[config.mk]
export PLATFORM = sky130hd
export DESIGN_NAME = arb_mux_n
export DESIGN_NICKNAME = d
export VERILOG_FILES = /design/src/rtl/arb_mux_n.sv
export SDC_FILE = /design/constraint.sdc
export NUM_CORES = 1
export LEC_CHECK = 0
export CAP_MARGIN = 10
export CORE_MARGIN = 1
export CORE_UTILIZATION = 38
export DETAILED_ROUTE_END_ITERATION = 8
export GPL_ROUTABILITY_DRIVEN = 0
export GPL_TIMING_DRIVEN = 0
export PLACE_DENSITY = 0.81
export SETUP_SLACK_MARGIN = 0.5
export SKIP_LAST_GASP = 1
export SLEW_MARGIN = 15
export SYNTH_ARGS = -nofsm -noshare
export SYNTH_HDL_FRONTEND = slang
export SYNTH_SLANG_ARGS = --single-unit
export TNS_END_PERCENT = 100
[constraint.sdc]
create_clock -name Clk -period 3.1 [get_ports Clk]
set_input_delay 0.93 -clock Clk [delete_from_list [all_inputs] [get_ports Clk]]
set_output_delay 0.93 -clock Clk [all_outputs]
set_load 0.005 [all_outputs]
[src/rtl/arb_mux_n.sv]
// arb_mux_n: N-channel registered multiplexer with valid/ready handshaking.
// Picks one requesting channel per cycle (round-robin or fixed priority) and
// loads its word into a one-entry output register that drains on out_ready.
module arb_mux_n #(
  parameter int unsigned width    = 16,
  parameter int unsigned channels = 4,
  parameter int unsigned rr_mode  = 1
) (
  input  logic                          Clk,
  input  logic                          Reset_n,
  input  logic [channels-1:0]           in_valid,
  input  logic [channels*width-1:0]     in_data,
  output logic [channels-1:0]           in_ready,
  output logic                          out_valid,
  output logic [width-1:0]              out_data,
  output logic [$clog2(channels)-1:0]   out_ch,
  input  logic                          out_ready
);

  localparam int unsigned cw = $clog2(channels);
  localparam logic [cw-1:0] last_ch = cw'(channels - 1);

  logic [cw-1:0]    ptr_q;
  logic             out_valid_q;
  logic [width-1:0] out_data_q;
  logic [cw-1:0]    out_ch_q;

  logic [cw-1:0]    grant;
  logic             grant_found;
  logic [width-1:0] sel_data;
  logic             can_accept;
  logic             xfer;
  int unsigned      idx;

  // Arbitration: scan from ptr upward (round-robin) or from 0 (fixed priority).
  always_comb begin
    grant       = '0;
    grant_found = 1'b0;
    idx         = 0;
    for (int unsigned k = 0; k < channels; k++) begin
      if (rr_mode != 0) begin
        idx = (32'(ptr_q) + k) % channels;
      end else begin
        idx = k;
      end
      if (!grant_found && in_valid[idx[cw-1:0]]) begin
        grant_found = 1'b1;
        grant       = idx[cw-1:0];
      end
    end
  end

  // Data selection for the granted channel.
  always_comb begin
    sel_data = '0;
    for (int unsigned k = 0; k < channels; k++) begin
      if (grant == cw'(k)) begin
        sel_data = in_data[k*width +: width];
      end
    end
  end

  // Handshake: accept only into an empty or draining register, never in reset.
  always_comb begin
    can_accept = !out_valid_q || out_ready;
    xfer       = grant_found && can_accept && Reset_n;
    in_ready   = '0;
    if (xfer) begin
      in_ready = channels'(1) << grant;
    end
  end

  // Output register and round-robin pointer; ptr moves only on a transfer.
  always_ff @(posedge Clk or negedge Reset_n) begin
    if (!Reset_n) begin
      out_valid_q <= 1'b0;
      out_data_q  <= '0;
      out_ch_q    <= '0;
      ptr_q       <= '0;
    end else begin
      if (xfer) begin
        out_valid_q <= 1'b1;
        out_data_q  <= sel_data;
        out_ch_q    <= grant;
        if (rr_mode != 0) begin
          ptr_q <= (grant == last_ch) ? '0 : grant + 1'b1;
        end
      end else if (out_ready) begin
        out_valid_q <= 1'b0;
      end
    end
  end

  assign out_valid = out_valid_q;
  assign out_data  = out_data_q;
  assign out_ch    = out_ch_q;

endmodule
Word-level counts from Yosys, hierarchy flattened --
Cells that the tools add are included.
Word-level totals: bits in registers 21, bits in latches 0, bits in writable memories 0, bits in read-only memories 0, input port bits 71, output and inout bits 23, logic and storage cells 52, memories 0
Cells by class: add/sub/neg operators 4, $mul 0, div/mod/pow operators 0, order comparisons 4, equal/unequal tests 3, shifts and indexed selects 1, muxes and demuxes 24, bitwise operators 0, reductions and logical operators 12
Operators by type and width (count):
- $mux W16 | 4
- $lt A2 B3 Y1 const B | 4
- $mux W1 | 10
- $mux W2 | 5
- $bmux W1 S2 | 4
- $logic_and A1 B1 Y1 | 5
- $add A2 B1 Y2 const B | 2
- $add A2 B2 Y2 const B | 2
- $eq A2 B2 Y1 const B | 2
- $logic_not A1 Y1 | 4
- $mux W4 | 1
- $shl A1 B2 Y4 const A | 1
- $eq A2 B1 Y1 const B | 1
- $logic_not A2 Y1 | 1
- $reduce_bool A2 Y1 | 1
- $logic_or A1 B1 Y1 | 1

Logic depth before layout (Yosys ltp) --
depth after elaboration 17, mapped depth 9, mapped depth without buffers 7

Least setup slack after synthesis --
OpenSTA, ideal clock, no wires.
path kind input to output, start input port in_valid[3], end output port in_ready[3], data arrival time 2.101 ns, data required time 2.170 ns, setup slack 0.069 ns, stages on the path 7, buffers on the path 2, path through nand4b_1 o21a_1 and3_1 ha_1 clkbuf_1 clkbuf_1 and3_1
On the way: elaborated cells between the ends (all ways) 26, those cells by class shift: 1; mux: 17; reduce/logical: 8
RTL lines:
- start: declaration | RTL line 11 | input logic [channels-1:0] in_valid,
- $bmux W1 S2 | RTL line 46 | if (!grant_found && in_valid[idx[cw-1:0]]) begin
- $mux W1 (not written as such) | RTL line 46
- $mux W1 | RTL line 46
- $logic_not A1 Y1 | RTL line 46
- $logic_and A1 B1 Y1 | RTL line 46
- $mux W1 | RTL line 46
- $logic_not A1 Y1 | RTL line 46
- $logic_and A1 B1 Y1 | RTL line 46
- $mux W1 | RTL line 46
- $logic_not A1 Y1 | RTL line 46
- $logic_and A1 B1 Y1 | RTL line 46
- $mux W2 * | RTL line 46
- net grant[1] | RTL line 28 | logic [cw-1:0] grant;
- $shl A1 B2 Y4 * | RTL line 69 | in_ready = channels'(1) << grant;
- $mux W4 * | RTL line 68 | if (xfer) begin
- end: declaration | RTL line 13 | output logic [channels-1:0] in_ready,
The timed path passes the listed nets; every way through them passes the cells marked *. The select of a mux whose other input is x is not followed.

Worst setup path after layout --
start input port in_valid[3], end output port in_ready[2]
Same word-level chain as after synthesis.

==> summary.txt <==
======================================================================================
Outcome ................................................................. finished with violations
Violated checks ......................................................... negative setup slack
Clock tree from TritonCTS ...............................................        built
Count of unresolved DRC violations after routing ........................            0
Min-Delay Startpoint ....................................................    out_ch[0]
Fraction of layout instances using a drive strength above 1 .............       22.19%
Worst relative slew slack ...............................................       68.04%
Number of port buffers ..................................................           93
Final setup vio count ...................................................            4
Finished Layout Cells ...................................................          361
Floorplan die width ..................................................... 66.64 microns
Number of DRC markers in iteration 0 ....................................          187
Maximum Capacitance Violations ..........................................            0
Sink count of the clock tree ............................................           21
Worst EP arrival ........................................................      2.31 ns
Most used flip-flop cell after synthesis ................................      dfrtp_1
Number of different library cells in the post-synthesis netlist .........           27
# rows ..................................................................           23
CP most frequent cell ...................................................        buf_6
Gate family responsible for the most delay along the worst path ......... buffers and inverters
Critical setup path kind ................................................ input port to output port
PnR Total Power .........................................................     1.845 mW
Maximum vdd ir drop .....................................................    0.3333 mV
Global-route wire length before repair .................................. 8859 microns
Clock slew at the register clock pins of the worst setup and hold paths .      0.08 ns
RSZ-0062 raised after global routing ....................................         true
Setup crit start kind ...................................................   input port
Placeable core area .....................................................   4000 sq um
Post-Syn Instances ......................................................          192
Register-to-Register Setup Slack ........................................      0.75 ns
Hold path cells .........................................................            1
Post-detailed-route count of antenna-violating nets .....................            0
Final layout net count ..................................................          387
Max Freq ................................................................   0.3090 GHz
Vias ....................................................................         2001
Drt first pass iters ....................................................            5
Number of antenna cells inserted ........................................            0
Worst-case setup margin in the final layout .............................   -0.1363 ns
Launching point of the worst reg2reg path ...............................     ptr_q[1]
Register area share after synthesis .....................................       33.10%
Number of antenna violations at the first check in global routing .......            0
Initial Util ............................................................       39.69%
H-tree Lvls .............................................................            1
Share of flip-flops with an asynchronous set or reset ...................       100.0%
Maximum buffer depth of the clock tree ..................................            2
Post-synthesis area per instance ........................................  8.270 sq um
Root Buffer Master ......................................................     clkbuf_8
Syn Std Cell Area .......................................................   1588 sq um
Leading post-synthesis cells by instance count .......................... a21oi_1, dfrtp_1, nand2_1
GR Util All Layers ......................................................       26.39%
Static Leakage ..........................................................     1.265 nW
Highest net fanout along the worst path .................................            6
Synth Net Count .........................................................          267
Utilization after layout ................................................       75.85%
Synth area leader .......................................................      dfrtp_1
WHS Endpoint ............................................................    out_ch[0]
Transition time at the pin with the least slew margin ...................    0.4795 ns
Most instantiated library cell after synthesis ..........................      a21oi_1
HP Class ................................................................ flop to flop
Slowest CP cell .........................................................       and3_4
Number of cell instances on the worst register-to-register path .........           11
Die Span Y .............................................................. 66.64 microns
Peak per-stage delay on the critical path ...............................      0.18 ns
Number of flops mapped to enable cells by yosys .........................            0
Detailed-route wire length .............................................. 6081 microns
Routed length per placed instance ....................................... 16.84 microns
Setup TNS ...............................................................   -0.2382 ns
Critical path, cell by cell ............................................. buf_12 -> nand4b_1 -> o21a_1 -> and3_4 -> buf_6 -> ha_4 -> buf_6 -> clkbuf_16 -> and3_4 -> buf_6
Top cell type's share of synthesized area ...............................       33.10%
Number of cells after detailed placement ................................          335
Layout Area Growth over Synthesis .......................................       91.10%
Final number of max-transition violations ...............................            0
Vias in the first global route ..........................................         1841
Count of yosys warnings during synthesis ................................            0
Period Utilization, post-route ..........................................       104.4%
Ports placed on the boundary ............................................           94
Number of buffers inserted during clock tree synthesis ..................            3
Count of final hold-check violations ....................................            0
Element type at the critical path end ...................................  output port
Insertion delay to the later sink of the worst-skew pair ................      0.26 ns
Sum of buffers and inverters on the critical path .......................            5
Biggest area contributors in the synthesized netlist .................... dfrtp_1, a21oi_1, a221o_1
Post-detailed-placement half-perimeter wirelength ....................... 4237 microns
Worst Path Required .....................................................      2.17 ns
End of the worst register-to-register path ..............................  out_data[5]
Clock skew ..............................................................  0.004911 ns
Routed vias/inst ........................................................        5.543
Maximum number of pins on one net before global-route repair ............           24
Die area ................................................................   4441 sq um
Pwr/cell area ........................................................... 607.9 nW/um^2
Remaining Overflow, GRT .................................................            0
Hold slack final ........................................................    0.5202 ns
Register bit total from synthesis .......................................           21
Final critical delay including setup and external delays ................     3.236 ns
======================================================================================
==> layout by cell type (no fill, tap or decap), types with 2 or more instances in the layout <==
master	Yosys	final
clkbuf_16	0	2
nor2_1	2	2
a31oi_1	17	17
a21oi_1	33	32
dfrtp_1	21	21
clkbuf_2	0	3
ha_4	0	4
inv_1	18	18
and3_4	0	6
buf_6	3	15
a221o_1	16	16
clkdlybuf4s50_1	0	84
nand2_1	21	21
buf_4	0	21
a21oi_2	2	3
nand2b_1	2	2
nand3b_1	17	17
clkbuf_8	0	7
==> routing by layer <==
metal | global-route usage (%) | part of all wire [%] | up-vias
met5 | 0 | 0 | -
met4 | 7.447 | 2.4 | 0
met3 | 1.884 | 4.2 | 16
met2 | 46.72 | 52 | 85
met1 | 33.96 | 42 | 952
li1 | - | - | 948
==> power breakdown <==
part	total, mW	leakage [nW]	switching (mW)	internal (mW)
registers	0.450	0.242	0.0756	0.375
logic	1.22	0.998	0.504	0.711
clock network	0.179	0.0255	0.0891	0.0895
==> worst register-to-register path, cell delays in order (launching register included) <==
cell and delay, ns:
dfrtp_1 0.46, inv_1 0.11, a21oi_2 0.19, buf_4 0.15
nand3_4 0.09, buf_6 0.13, ha_4 0.16, buf_6 0.13
buf_6 0.13, nand3b_1 0.17, a221o_1 0.37, a31oi_1 0.19
==> worst max-delay path by stage <==
stage	startpoint	to	slack [ns]	cells after the start
floorplan	in_valid[3]	in_ready[2]	0.24	7
global placement	Reset_n	in_ready[1]	-1.32	5
detailed placement	Reset_n	in_ready[2]	-1.34	5
CTS	in_valid[3]	in_ready[2]	-0.12	10
global route	in_valid[3]	in_ready[2]	-0.16	10
finish	in_valid[3]	in_ready[2]	-0.14	10
==> cells by family (layout without fill, tap and decap cells) <==
group / Yosys count / count (layout) / share of synthesized area [%]
AO/OA/AOI/OAI: 77 / 77 / 34.28
adder cells (fa/ha/maj): 4 / 4 / 3.152
buffers and inverters: 37 / 156 / 10.72
flip-flops: 21 / 21 / 33.10
multiplexers: 1 / 1 / 0.6304
AND/OR/NAND/NOR: 52 / 52 / 18.12
==> sequential cells by signal, summed over array words and instances (netlist names) <==
signal	cells
ptr_q	2
out_data	16
out_ch	2
out_valid	1
==> metrics by stage <==
step                setup WS [ns]  instance area (sq um)
global placement           -1.320                   2669
finish                    -0.1363                   3034
CTS                       -0.1244                   2994
floorplan                  0.2434                   1675
detailed placement         -1.344                   2669
global route              -0.1604                   3034
==> cell type report <==
type                       instances  area (sq um)
fill                             278         965.9
clock inverter                     1         5.005
buffer                            19         227.7
inverter                          18         67.56
multi-input combinational        134         993.5
tap                               50         62.56
timing repair buffer             115          1111
sequential                        21         525.5
clock buffer                       3         41.29
==> timing repair <==
action                     in CTS  in global routing
buffers inserted               18                  3
pin swaps                       8                  6
gates resized for setup        74                 10
cloned                          1                  0
setup endpoints to repair      24                 20
hold buffers                    0                  0
Power figures use the tool's default switching activity.
==> RTL edit 1, RTL diff (same settings) <==
`rr_mode`: 1 -> 0.
--- a/src/rtl/arb_mux_n.sv
+++ b/src/rtl/arb_mux_n.sv
@@ -6,3 +6,3 @@
   parameter int unsigned channels = 4,
-  parameter int unsigned rr_mode  = 1
+  parameter int unsigned rr_mode  = 0
 ) (
Check against the original RTL: not equivalent (Yosys sat finds a counterexample within 4 cycles, from zero or initial values and one cycle with Reset_n low).
==> RTL edit 1 against the unedited design <==
The flow still finishes with violations (setup timing); wire length shrank 12%; setup slack gained 120 ps; sequential cell count shrank 2; die area shrank 12%; register-to-register slack gained 780 ps; cell count shrank 10%; design area shrank 16%; non-clock buffer count shrank 11; synthesized area shrank 13%; core utilization shrank 1.5 points; critical path type unchanged.
Power is not compared: it rests on default switching activity, and its combinational part moved more than twofold at a synthesized area within 25%.
==> RTL edit 1: results (changes against the unedited design) <==
outcome: "complete, but fails checks"  # unchanged
violations: "setup timing"  # unchanged
timing.hold.ws_ps: 478  # was 520 ps
worstPathMaxFanout: 4  # was 6
hpwlAfterDp_um: 3670  # was 4240 um
buf_share: 0.458  # was 0.441
grt.total_usage: 0.276  # was 0.264
design_area_mm2: 0.00254  # was 0.00303 mm^2
synth_compound_area_frac: 0.297  # was 0.343
clkCellAreaFrac: 0.0108  # was 0.0153
cts_setup_buffers: 12  # was 18
place_ws_ps: -1290  # was -1340 ps
yosysUniqueCellTypes: 26  # was 27
root_buffer: "clkbuf_4"  # was clkbuf_8
cp_data_arrival_time_ps: 2190  # was 2310 ps
synth_fp_nets: 241  # was 267
met3_usage: 0.0423  # was 0.0188
synth_mux_area_frac: 0  # was 0.00630
clk_latency_ps: 310  # was 260 ps
drive_above_1_share: 0.168  # was 0.222
inv_count: 1  # was 18
fin_nets: 351  # was 387
grt_pass1_wl_um: 8490  # was 8860 um
setup_violations: 1  # was 4
drt_first_pass_iters: 4  # was 5
synth_adder_area_share: 0  # was 0.0315
drt-total-wl_um: 5330  # was 6080 um
cts_resized: 40  # was 74
final_cells: 325  # was 361
fin_ws_ps: -15.8  # was -136 ps
syn_inst: 170  # was 192
grt_max_degree: 25  # was 24
ys_ff_latch: 19  # was 21
ys_seq_area_frac: 0.344  # was 0.331
relSlewSlack: 0.671  # was 0.680
-- RTL edit 1: cell count changes in the layout (fill, tap and decap cells not counted), sizes merged, moves of 16 or more --
cell    unedited run  this run
a21oi             35        16
a221o             16         0
a31oi             17         0
inv               18         1
nand2b             2        18
nand3b            17         0
nor2               2        19
o311ai             0        16
-- RTL edit 1: layer usage --
layer	wire length (um)	vias up	share of wire
li1	-	857	-
met1	2180	832	0.41
met2	2800	59	0.53
met3	272	10	0.051
met4	78	0	0.015
met5	0	-	0
-- RTL edit 1: how the worst max path moves through the flow --
stage | cells past startpoint | from | end
after floorplan | 6 | in_valid[1] | in_ready[1]
after global placement | 5 | Reset_n | in_ready[3]
after detailed placement | 5 | Reset_n | in_ready[3]
after CTS | 8 | in_valid[1] | in_ready[1]
after global routing | 8 | in_valid[2] | in_ready[1]
final | 8 | in_valid[2] | in_ready[1]
-- RTL edit 1: worst max-delay path: stages --
cell	delay, ps
buf_6	90
or3_4	370
buf_6	140
o211a_1	210
buf_6	120
buf_8	110
and2_4	120
buf_6	100
==> RTL edit 2, RTL diff (same settings) <==
Made on the original files. Reset style: synchronous (`Reset_n`), changed in one clocked block.
--- a/src/rtl/arb_mux_n.sv
+++ b/src/rtl/arb_mux_n.sv
@@ -73,3 +73,3 @@
   // Output register and round-robin pointer; ptr moves only on a transfer.
-  always_ff @(posedge Clk or negedge Reset_n) begin
+  always_ff @(posedge Clk) begin
     if (!Reset_n) begin
Formal check against the unedited RTL: differs if Reset_n is asserted again (counterexample within 4 cycles, from zero or initial values and one cycle with Reset_n low); with Reset_n held inactive, the same outputs for 10 cycles.
==> RTL edit 2 against the unedited design <==
The flow still finishes with violations (setup timing); design area up 22%; largest power group unchanged; setup slack worse by 330 ps; wire length up 64%; synthesized area up 4.2%; non-clock buffer count up 17; count of clock-buffer cells in the layout up 1; sequential cell count unchanged; synthesized cell count up 10%; die area up 4.0%; maximum frequency down 9.2%; combinational power up 14%; power up 5.4%.
==> RTL edit 2: results (changes against the unedited design) <==
outcome: "complete, but fails checks"  # unchanged
violations: "setup timing"  # unchanged
ys_top_cells_by_count: "34 x nand2_1, 21 x dfxtp_1, 18 x a21oi_1, 17 x inv_1, 17 x nand4_1"  # was 33 x a21oi_1, 21 x dfrtp_1, 21 x nand2_1, 18 x inv_1
synthTopCellsByArea: "dfxtp_1 25%, a221oi_1 8.5%, a2bb2oi_2 8.2%"  # was dfrtp_1 33%, a21oi_1 10%, a221o_1 10%
swShare: 0.393  # was 0.363
synth_compound_area_frac: 0.304  # was 0.343
grt_max_degree: 12  # was 24
synth_mux_area_frac: 0.00605  # was 0.00630
dpl_cell_area_mm2: 0.00283  # was 0.00267 mm^2
synth_adder_area_share: 0.0303  # was 0.0315
cp_slowest_cell: "or4_4"  # was and3_4
rrSetupSlack_ps: 110  # was 750 ps
grt_pass1_vias: 2136  # was 1841
fin_ws_ps: -462  # was -136 ps
hpwlAfterDp_um: 4540  # was 4240 um
synth-main-ff-cell: "dfxtp_1"  # was dfrtp_1
synthArstFlopShare: 0  # was 1.00
synth_fp_nets: 287  # was 267
r2r_cells: 12  # was 11
final_cells: 396  # was 361
p_seq_frac: 0.189  # was 0.244
cts_setup_buffers: 23  # was 18
timing.hold.ws_ps: 460  # was 520 ps
ys_seq_area_frac: 0.254  # was 0.331
p_switching_mw: 0.764  # was 0.669 mW
setup_violations: 4  # unchanged
fin_nets: 421  # was 387
-- RTL edit 2: cell types whose count changed after synthesis, sizes merged, moves of 15 or more --
cell,unedited run,this run
a31oi,17,0
a221oi,1,16
dfxtp,0,21
a21oi,35,18
a2bb2oi,0,16
nand4,0,17
dfrtp,21,0
a221o,16,0
-- RTL edit 2: worst min-delay path: stages (launching register included) --
cell and delay, ps:
dfxtp_1 320, nand2_1 50, a2bb2oi_1 50
-- RTL edit 2: per-layer routing --
metal | wire, um | vias to the layer above | GRT usage
li1 | - | 1058 | -
met1 | 3720 | 1237 | 0.372
met2 | 4710 | 250 | 0.544
met3 | 1070 | 59 | 0.0600
met4 | 463 | 0 | 0.0964
met5 | 0 | - | 0
-- RTL edit 2: cell type report --
class	instances	area share
multi-input combinational	152	0.421
timing repair buffer	129	0.351
sequential	21	0.113
buffer	22	0.0685
inverter	17	0.0172
tap	50	0.0169
clock buffer	4	0.0121
antenna	1	0.000675
